File: src/rtl/phy_rx_sync_ctrl.sv
// Link synchronization controller: comma hunt, bit-slip requests, payload forwarding, loss of sync.
// Optional build macro SYNC_STATS_EN adds the sync_loss_cnt output (saturating ACTIVE->HUNT count).
module phy_rx_sync_ctrl #(
  parameter logic [7:0]  COMMA        = 8'hBC,
  parameter int unsigned SYNC_CNT     = 4,
  parameter int unsigned SLIP_TIMEOUT = 8,
  parameter int unsigned ERR_LIMIT    = 3
) (
  input  logic       clk_4f,
  input  logic       reset,
  input  logic [7:0] sp_data,
  input  logic       sp_valid,
  input  logic       code_err,
  output logic [7:0] data_out,
  output logic       valid_out,
  output logic       active,
  output logic       bitslip
`ifdef SYNC_STATS_EN
  ,
  output logic [7:0] sync_loss_cnt
`endif
);

  localparam int unsigned DATA_W = 8;
  localparam int unsigned BC_W   = 4;
  localparam int unsigned SLIP_W = 8;
  localparam int unsigned ERR_W  = 4;

  localparam logic [BC_W-1:0]   SYNC_LIM = BC_W'(SYNC_CNT);
  localparam logic [SLIP_W-1:0] SLIP_LIM = SLIP_W'(SLIP_TIMEOUT);
  localparam logic [ERR_W-1:0]  ERR_LIM  = ERR_W'(ERR_LIMIT);

  typedef enum logic [1:0] {
    HUNT   = 2'd0,
    SYNC   = 2'd1,
    ACTIVE = 2'd2
  } state_e;

  state_e              state_q;
  logic [BC_W-1:0]     bc_cnt_q;
  logic [SLIP_W-1:0]   slip_cnt_q;
  logic [ERR_W-1:0]    err_cnt_q;
  logic [DATA_W-1:0]   data_q;
  logic                valid_q;
  logic                active_q;
  logic                bitslip_q;

  logic                is_comma_c;
  logic [BC_W-1:0]     bc_inc_c;
  logic [SLIP_W-1:0]   slip_inc_c;
  logic [ERR_W-1:0]    err_inc_c;

  assign is_comma_c = (sp_data == COMMA);
  assign bc_inc_c   = bc_cnt_q + BC_W'(1);
  assign slip_inc_c = slip_cnt_q + SLIP_W'(1);
  assign err_inc_c  = err_cnt_q + ERR_W'(1);

`ifdef SYNC_STATS_EN
  logic [7:0] loss_cnt_q;
`endif

  // Sync FSM with registered outputs; idle cycles (sp_valid=0) freeze everything but the pulses.
  always_ff @(posedge clk_4f or posedge reset) begin
    if (reset) begin
      state_q    <= HUNT;
      bc_cnt_q   <= '0;
      slip_cnt_q <= '0;
      err_cnt_q  <= '0;
      data_q     <= '0;
      valid_q    <= 1'b0;
      active_q   <= 1'b0;
      bitslip_q  <= 1'b0;
`ifdef SYNC_STATS_EN
      loss_cnt_q <= '0;
`endif
    end else begin
      valid_q   <= 1'b0;
      bitslip_q <= 1'b0;
      if (sp_valid) begin
        unique case (state_q)
          HUNT: begin
            if (is_comma_c) begin
              slip_cnt_q <= '0;
              if (SYNC_LIM == BC_W'(1)) begin
                state_q  <= ACTIVE;
                active_q <= 1'b1;
                bc_cnt_q <= '0;
              end else begin
                state_q  <= SYNC;
                bc_cnt_q <= BC_W'(1);
              end
            end else if (slip_inc_c >= SLIP_LIM) begin
              // A pulse on the previous cycle defers this one so bitslip never fires back to back.
              if (!bitslip_q) begin
                bitslip_q  <= 1'b1;
                slip_cnt_q <= '0;
              end else begin
                slip_cnt_q <= SLIP_LIM - SLIP_W'(1);
              end
            end else begin
              slip_cnt_q <= slip_inc_c;
            end
          end

          SYNC: begin
            if (is_comma_c && !code_err) begin
              if (bc_inc_c >= SYNC_LIM) begin
                state_q  <= ACTIVE;
                active_q <= 1'b1;
                bc_cnt_q <= '0;
              end else begin
                bc_cnt_q <= bc_inc_c;
              end
            end else begin
              state_q  <= HUNT;
              bc_cnt_q <= '0;
            end
          end

          ACTIVE: begin
            if (code_err) begin
              if (err_inc_c >= ERR_LIM) begin
                state_q    <= HUNT;
                active_q   <= 1'b0;
                err_cnt_q  <= '0;
                bc_cnt_q   <= '0;
                slip_cnt_q <= '0;
`ifdef SYNC_STATS_EN
                if (loss_cnt_q != 8'hFF) begin
                  loss_cnt_q <= loss_cnt_q + 8'd1;
                end
`endif
              end else begin
                err_cnt_q <= err_inc_c;
              end
            end else if (is_comma_c) begin
              err_cnt_q <= '0;
            end else begin
              data_q  <= sp_data;
              valid_q <= 1'b1;
            end
          end

          default: begin
            state_q  <= HUNT;
            active_q <= 1'b0;
          end
        endcase
      end
    end
  end

  assign data_out  = data_q;
  assign valid_out = valid_q;
  assign active    = active_q;
  assign bitslip   = bitslip_q;

`ifdef SYNC_STATS_EN
  assign sync_loss_cnt = loss_cnt_q;
`endif

endmodule

File: config.mk
export PLATFORM = sky130hd
export DESIGN_NAME = phy_rx_sync_ctrl
export DESIGN_NICKNAME = d
export VERILOG_FILES = /design/src/rtl/phy_rx_sync_ctrl.sv
export SDC_FILE = /design/constraint.sdc
export NUM_CORES = 1
export LEC_CHECK = 0
export CORE_UTILIZATION = 40
export CTS_CLUSTER_SIZE = 24
export DETAILED_ROUTE_END_ITERATION = 10
export RECOVER_POWER = 100
export SLEW_MARGIN = 20
export SYNTH_ARGS = -nofsm -noshare
export SYNTH_HDL_FRONTEND = slang
export SYNTH_SLANG_ARGS = --single-unit
File: constraint.sdc
create_clock -name clk_4f -period 2.05 [get_ports clk_4f]
set_input_delay 0.615 -clock clk_4f [delete_from_list [all_inputs] [get_ports clk_4f]]
set_output_delay 0.615 -clock clk_4f [all_outputs]
set_load 0.005 [all_outputs]
**Word-level counts from Yosys, hierarchy flattened**

Cells that the tools add are included.

- Bits in read-only memories: 0
- Bits of input ports: 12
- RAM bits: 0
- Flip-flop bits (word level): 29
- Word-level logic and storage cells: 73
- Bits in latches: 0
- Memories: 0
- Output and inout port bits: 11

- Equal/unequal tests: 9
- Divide/modulo/power cells: 0
- Add/subtract/negate cells: 3
- Multiplexer cells: 35
- Multipliers: 0
- Shift operators: 0
- Bitwise operators: 3
- $lt $le $gt $ge: 3
- Reductions and logical operators: 12

Operators by type and width:

| cell | count |
|---|---|
| 4-bit two-way mux | 8 |
| 8-bit two-way mux | 4 |
| 8-bit one-hot mux with 2 select lines | 1 |
| 1-bit two-way mux | 13 |
| 4-bit one-hot mux with 3 select lines | 1 |
| 2-bit two-way mux | 5 |
| 2-bit != test, second input constant | 5 |
| 5-bit AND reduction | 2 |
| 4-bit by 1-bit adder with 4-bit output, second input constant | 2 |
| 8-bit by 1-bit adder with 8-bit output, second input constant | 1 |
| 8-bit == test, second input constant | 1 |
| 8-bit by 4-bit >= comparator with 1-bit output, second input constant | 1 |
| 4-bit AND reduction | 2 |
| 2-bit one-hot mux with 3 select lines | 1 |
| 6-bit AND reduction | 1 |
| 4-bit by 2-bit >= comparator with 1-bit output, second input constant | 1 |
| 4-bit by 3-bit >= comparator with 1-bit output, second input constant | 1 |
| 2-bit nonzero test | 2 |
| 3-bit two-way mux | 1 |
| 3-bit != test, second input constant | 1 |
| 1-bit NOT | 3 |
| 1-bit one-hot mux with 3 select lines | 1 |
| 3-bit AND reduction | 1 |
| 3-bit nonzero test | 1 |
| 5 further kinds | 5 |

**Longest topological paths before layout**

Gate-level depths: netlist of run 1.

- Word-level depth: 6
- Depth in mapped cells: 7
- Gate-level depth less buffers: 7

**Worst setup path before layout of run 1**

No wires, ideal clock.

- Path kind: in2reg
- From: input sp_data[6]
- To: register bc_cnt_q[1]
- Data required time: 1.925 ns
- Path buffers: 0
- Stages on the path: 5
- Setup time: 0.125 ns
- Data arrival time: 1.709 ns
- Setup slack: 0.216 ns
- Cell sequence: nand4b_4 nor4_4 o211ai_2 or2_4 mux2_4

- Longest elaborated chain between the ends: 4
- Elaborated cells on any way between the ends: 6
- Those cells by class: eq/ne: 2; mux: 2; reduce/logical: 2

RTL lines:

| element | line | source |
|---|---|---|
| start, declared | 11 | `input logic [7:0] sp_data,` |
| 8-bit == test (*) | 53 | `assign is_comma_c = (sp_data == COMMA);` |
| 1-bit logical AND | 106 | `if (is_comma_c && !code_err) begin` |
| 4-bit two-way mux | 106 |  |
| 4-bit one-hot mux with 3 select lines | 80 | `unique case (state_q)` |
| end signal, assigned | 112 | `bc_cnt_q <= bc_inc_c;` |
| end, declared | 40 | `logic [BC_W-1:0] bc_cnt_q;` |

Mark *: on every way between the ends. The rest lies on a longest branch, timed or not.
A chain may end at the register's enable or synchronous reset.

**Worst setup path in the final report of run 1**

- From: input code_err
- To: register bc_cnt_q[1]

- Longest elaborated chain between the ends: 4
- Elaborated cells on any way between the ends: 6
- Those cells by class: eq/ne: 1; mux: 2; reduce/logical: 3

RTL lines:

| element | line | source |
|---|---|---|
| start, declared | 13 | `input logic code_err,` |
| 1-bit zero test | 106 |  |
| 1-bit logical AND | 106 |  |
| 4-bit two-way mux | 106 |  |
| 4-bit one-hot mux with 3 select lines | 80 |  |

Several ways; a longest one is shown, not always the timed one.

==> run_results.csv, run 1 <==
group,metric,value,unit
status,outcome,"finished, final reports clean",
worst_setup_path,cp_cell_sequence,"clkdlybuf4s50_1 -> nand2_1 -> o21ai_2 -> o211ai_2 -> or2_4 -> mux2_4",
worst_setup_path,arrival,2.11,ns
min_path,whs_path_depth,1,
logic_synthesis,avgSynthCellArea,11.18,um^2
worst_setup_path,slowest_delay,0.52,ns
routing,wl_per_cell,13.57,um
worst_setup_path,critPathLaunchType,"input pin",
logic_synthesis,ys_seq_area_share,45.71,%
logic_synthesis,ys_types,48,
sta,hold_viol_final,0,
die,dieArea,4226,um^2
die,die_w,65.01,um
logic_synthesis,syn-cell-area,1588,um^2
sta,rsz0062_at_grt,"no",
worst_setup_path,timing.rr.end,"bc_cnt_q[1]",
clock_tree,ctsRootBufferMaster,"clkbuf_8",
logic_synthesis,synthesis.nets,162,
clock_tree,clock_sinks,29,
job,drv_cap,0,
clock_tree,clk_pin_slew,0.06,ns
worst_setup_path,critPathKind,"in2reg",
pwr,p_total,1.635,mW
worst_setup_path,cp.required,2.22,ns
clock_tree,cts_tree,"yes",
clock_tree,numCtsBuffers,5,
worst_setup_path,cpLargestDelayFamily,"buffers and inverters",
die,core_area,3744,um^2
pwr,p_sw_share,31.68,%
pwr,power_frac_clock,27.6,%
logic_synthesis,yosysTopAreaCellShare,45.71,%
die,fp.dieH,65.01,um
pwr,peakVddDrop,391.6,uV
routing,firstDrtPassIters,4,
worst_setup_path,cp_num_buf_inv,1,
sta,final.setup_skew,0.004115,ns
global_route,grt_max_degree,30,
logic_synthesis,yosysWarningCount,0,
routing,ant_nets,0,
routing,vias_per_cell,5.218,
logic_synthesis,synth_edf_count,0,
pwr,p_leak,0.9879,nW
min_path,whs_endpoint,"active",
place,gp_congestion,0.7939,
sta,timing.final.setup_violations,0,
die,io_pins,23,
global_route,grt_overflow,0,
layout,drive_gt1_share,21.55,%
logic_synthesis,synth_top_cells_by_count,"dfrtp_1, nand2_1, inv_1",
worst_setup_path,cp_slowest_cell,"clkdlybuf4s50_1",
logic_synthesis,synthFlopType,"dfrtp_1",
global_route,grt_pass1_wl,5354,um
logic_synthesis,yosys-top-cells-area,"dfrtp_1, ha_1, mux2_2",
sta,timing.fmax,515.8,MHz
worst_setup_path,worstPathMaxFanout,4,
logic_synthesis,synth.most_common_cell,"dfrtp_1",
global_route,grt.total_usage,16.93,%
clock_tree,cts.path.max_buffers,2,
layout,finalCoreUtilization,54.28,%
clock_tree,clk_latency,0.28,ns
global_route,grt_pass1_vias,1217,
logic_synthesis,async_flop_share,100.0,%
sta,finalMaxSlewViolations,0,
pwr,seq_power_share,44.8,%
logic_synthesis,yosysTopAreaCell,"dfrtp_1",
sta,post-route-period-util,94.58,%
place,portBuffers,22,
layout,final.fill_count,338,
sta,tightestPinTransition,0.7274,ns
worst_setup_path,r2r_slack,0.14,ns
pwr,intPower,1.117,mW
layout,final_net_count,200,
die,start_util,42.41,%
sta,relSlewSlack,51.51,%
pwr,combPwrFrac,27.6,%
layout,syn_to_final_growth,27.97,%
clock_tree,hold_buffers,0,
logic_synthesis,synth_cells,142,
global_route,antenna_found_initial,0,
worst_setup_path,r2r_cells,7,
routing,drc_errors,0,
worst_setup_path,cp-end-kind,"flip-flop",
routing,first_iter_violations,52,
logic_synthesis,synth_seq_cells,29,
routing,dr_total_vias,1195,
min_path,hold_path_class,"reg2reg",
clock_tree,ctsHtreeMaxLevel,2,
routing,routed_wl,3108,um
layout,n_antenna_cell,0,
min_path,min_from,"active",
place,post-dp-hpwl,2328,um
sta,timing.final.crit_period,1.939,ns
pwr,power.switching,0.5180,mW
pwr,cellPowerDensity,804.7,nW/um^2
worst_setup_path,r2r_start,"state_q[0]",
sta,fin_tns_setup,0,ns
die,rows,22,
[area by class of cell]
type	count	area (um^2)	area share [%]
clock buffer	5	68.82	3.387
clock inverter	3	17.52	0.8621
inverter	10	37.54	1.847
multi-input combinational	102	837.1	41.19
sequential	29	725.7	35.71
tap	48	60.06	2.956
timing repair buffer	32	285.3	14.04
[worst reg2reg max path, cell delays in order, from the launching register on]
cell and delay [ns]:
dfrtp_1 0.37, inv_1 0.08, ha_1 0.27, nand2b_1 0.22, o2111ai_2 0.13, o211ai_2 0.14, or2_4 0.27, mux2_4 0.29
[metrics by stage]
stage	instances	area [um^2]	setup WS, ns	hold WS [ns]
floorplan	142	1588	0.2158	0.4781
global placement	220	1931	-0.3166	0.4849
detailed placement	220	1931	-0.3724	0.4822
CTS	229	2019	-0.03816	0.5021
global route	229	2032	0.006649	0.5256
finish	229	2032	0.1112	0.4915
[placed cells by master (no fill, tap or decap), drive strengths merged, types with 4 or more instances in the layout]
master	n
clkbuf	9
buf	6
dlygate4sd3	12
o21ai	6
mux2	9
ha	8
dlygate4sd2	6
and2	10
nand2	12
o31ai	4
mux2i	4
inv	10
dfrtp	29
[sequential cells by signal (all words and copies together), names as in the netlist]
| register | cells |
|---|---|
| active | 1 |
| data_out | 8 |
| slip_cnt_q | 8 |
| bc_cnt_q | 4 |
| valid_out | 1 |
| err_cnt_q | 4 |
| bitslip | 1 |
| state_q | 2 |
[kinds of logic (layout without fill, tap and decap cells)]
group	Yosys count	count (layout)	synth area share [%]
mux	13	13	9.141
xor+xnor	1	1	0.5517
fa+ha+maj	8	8	6.304
flops	29	29	45.71
buf+inv	11	50	2.679
compound gates	31	31	15.37
simple gates	49	49	20.25
[routing by layer]
layer	track usage (%)	vias up	part of all wire [%]
met1	19.84	581	44
met4	8.611	0	1.4
li1	-	594	-
met3	4.577	5	2.6
met2	28.13	15	52
met5	0	-	0
[repair_timing]
action / CTS / global route
gates resized for setup: 7 / 6
setup endpoints to repair: 19 / 19
pin swaps: 3 / 3
buffers inserted: 1 / 0
hold endpoints to repair: 0 / 0
[worst max-delay path by stage]
| stage | start | endpoint | slack (ns) | depth (start not counted) |
|---|---|---|---|---|
| global placement | code_err | slip_cnt_q[5] | -0.32 | 6 |
| detailed placement | sp_data[3] | bc_cnt_q[1] | -0.37 | 6 |
| finish | code_err | bc_cnt_q[1] | 0.11 | 6 |
| global route | err_cnt_q[0] | bc_cnt_q[1] | 0.007 | 7 |
| floorplan | sp_data[6] | bc_cnt_q[1] | 0.22 | 5 |
| CTS | code_err | slip_cnt_q[7] | -0.04 | 6 |
[power groups by stage]
stage	Sequential, mW	Combinational, mW	Clock (mW)
after CTS	0.733	0.462	0.471
final	0.733	0.451	0.451
after detailed placement	0.743	0.456	0
after global placement	0.740	0.443	0
after floorplan	0.730	0.280	0
after global routing	0.749	0.513	0.501
Note: power is estimated with default switching activity, not from simulation.
==> run 2: changes to the inputs <==
SLEW_MARGIN = 5   (was 20)
==> results of run 2 <==
Final layout, timing and power as in run 1 (identical DEF).
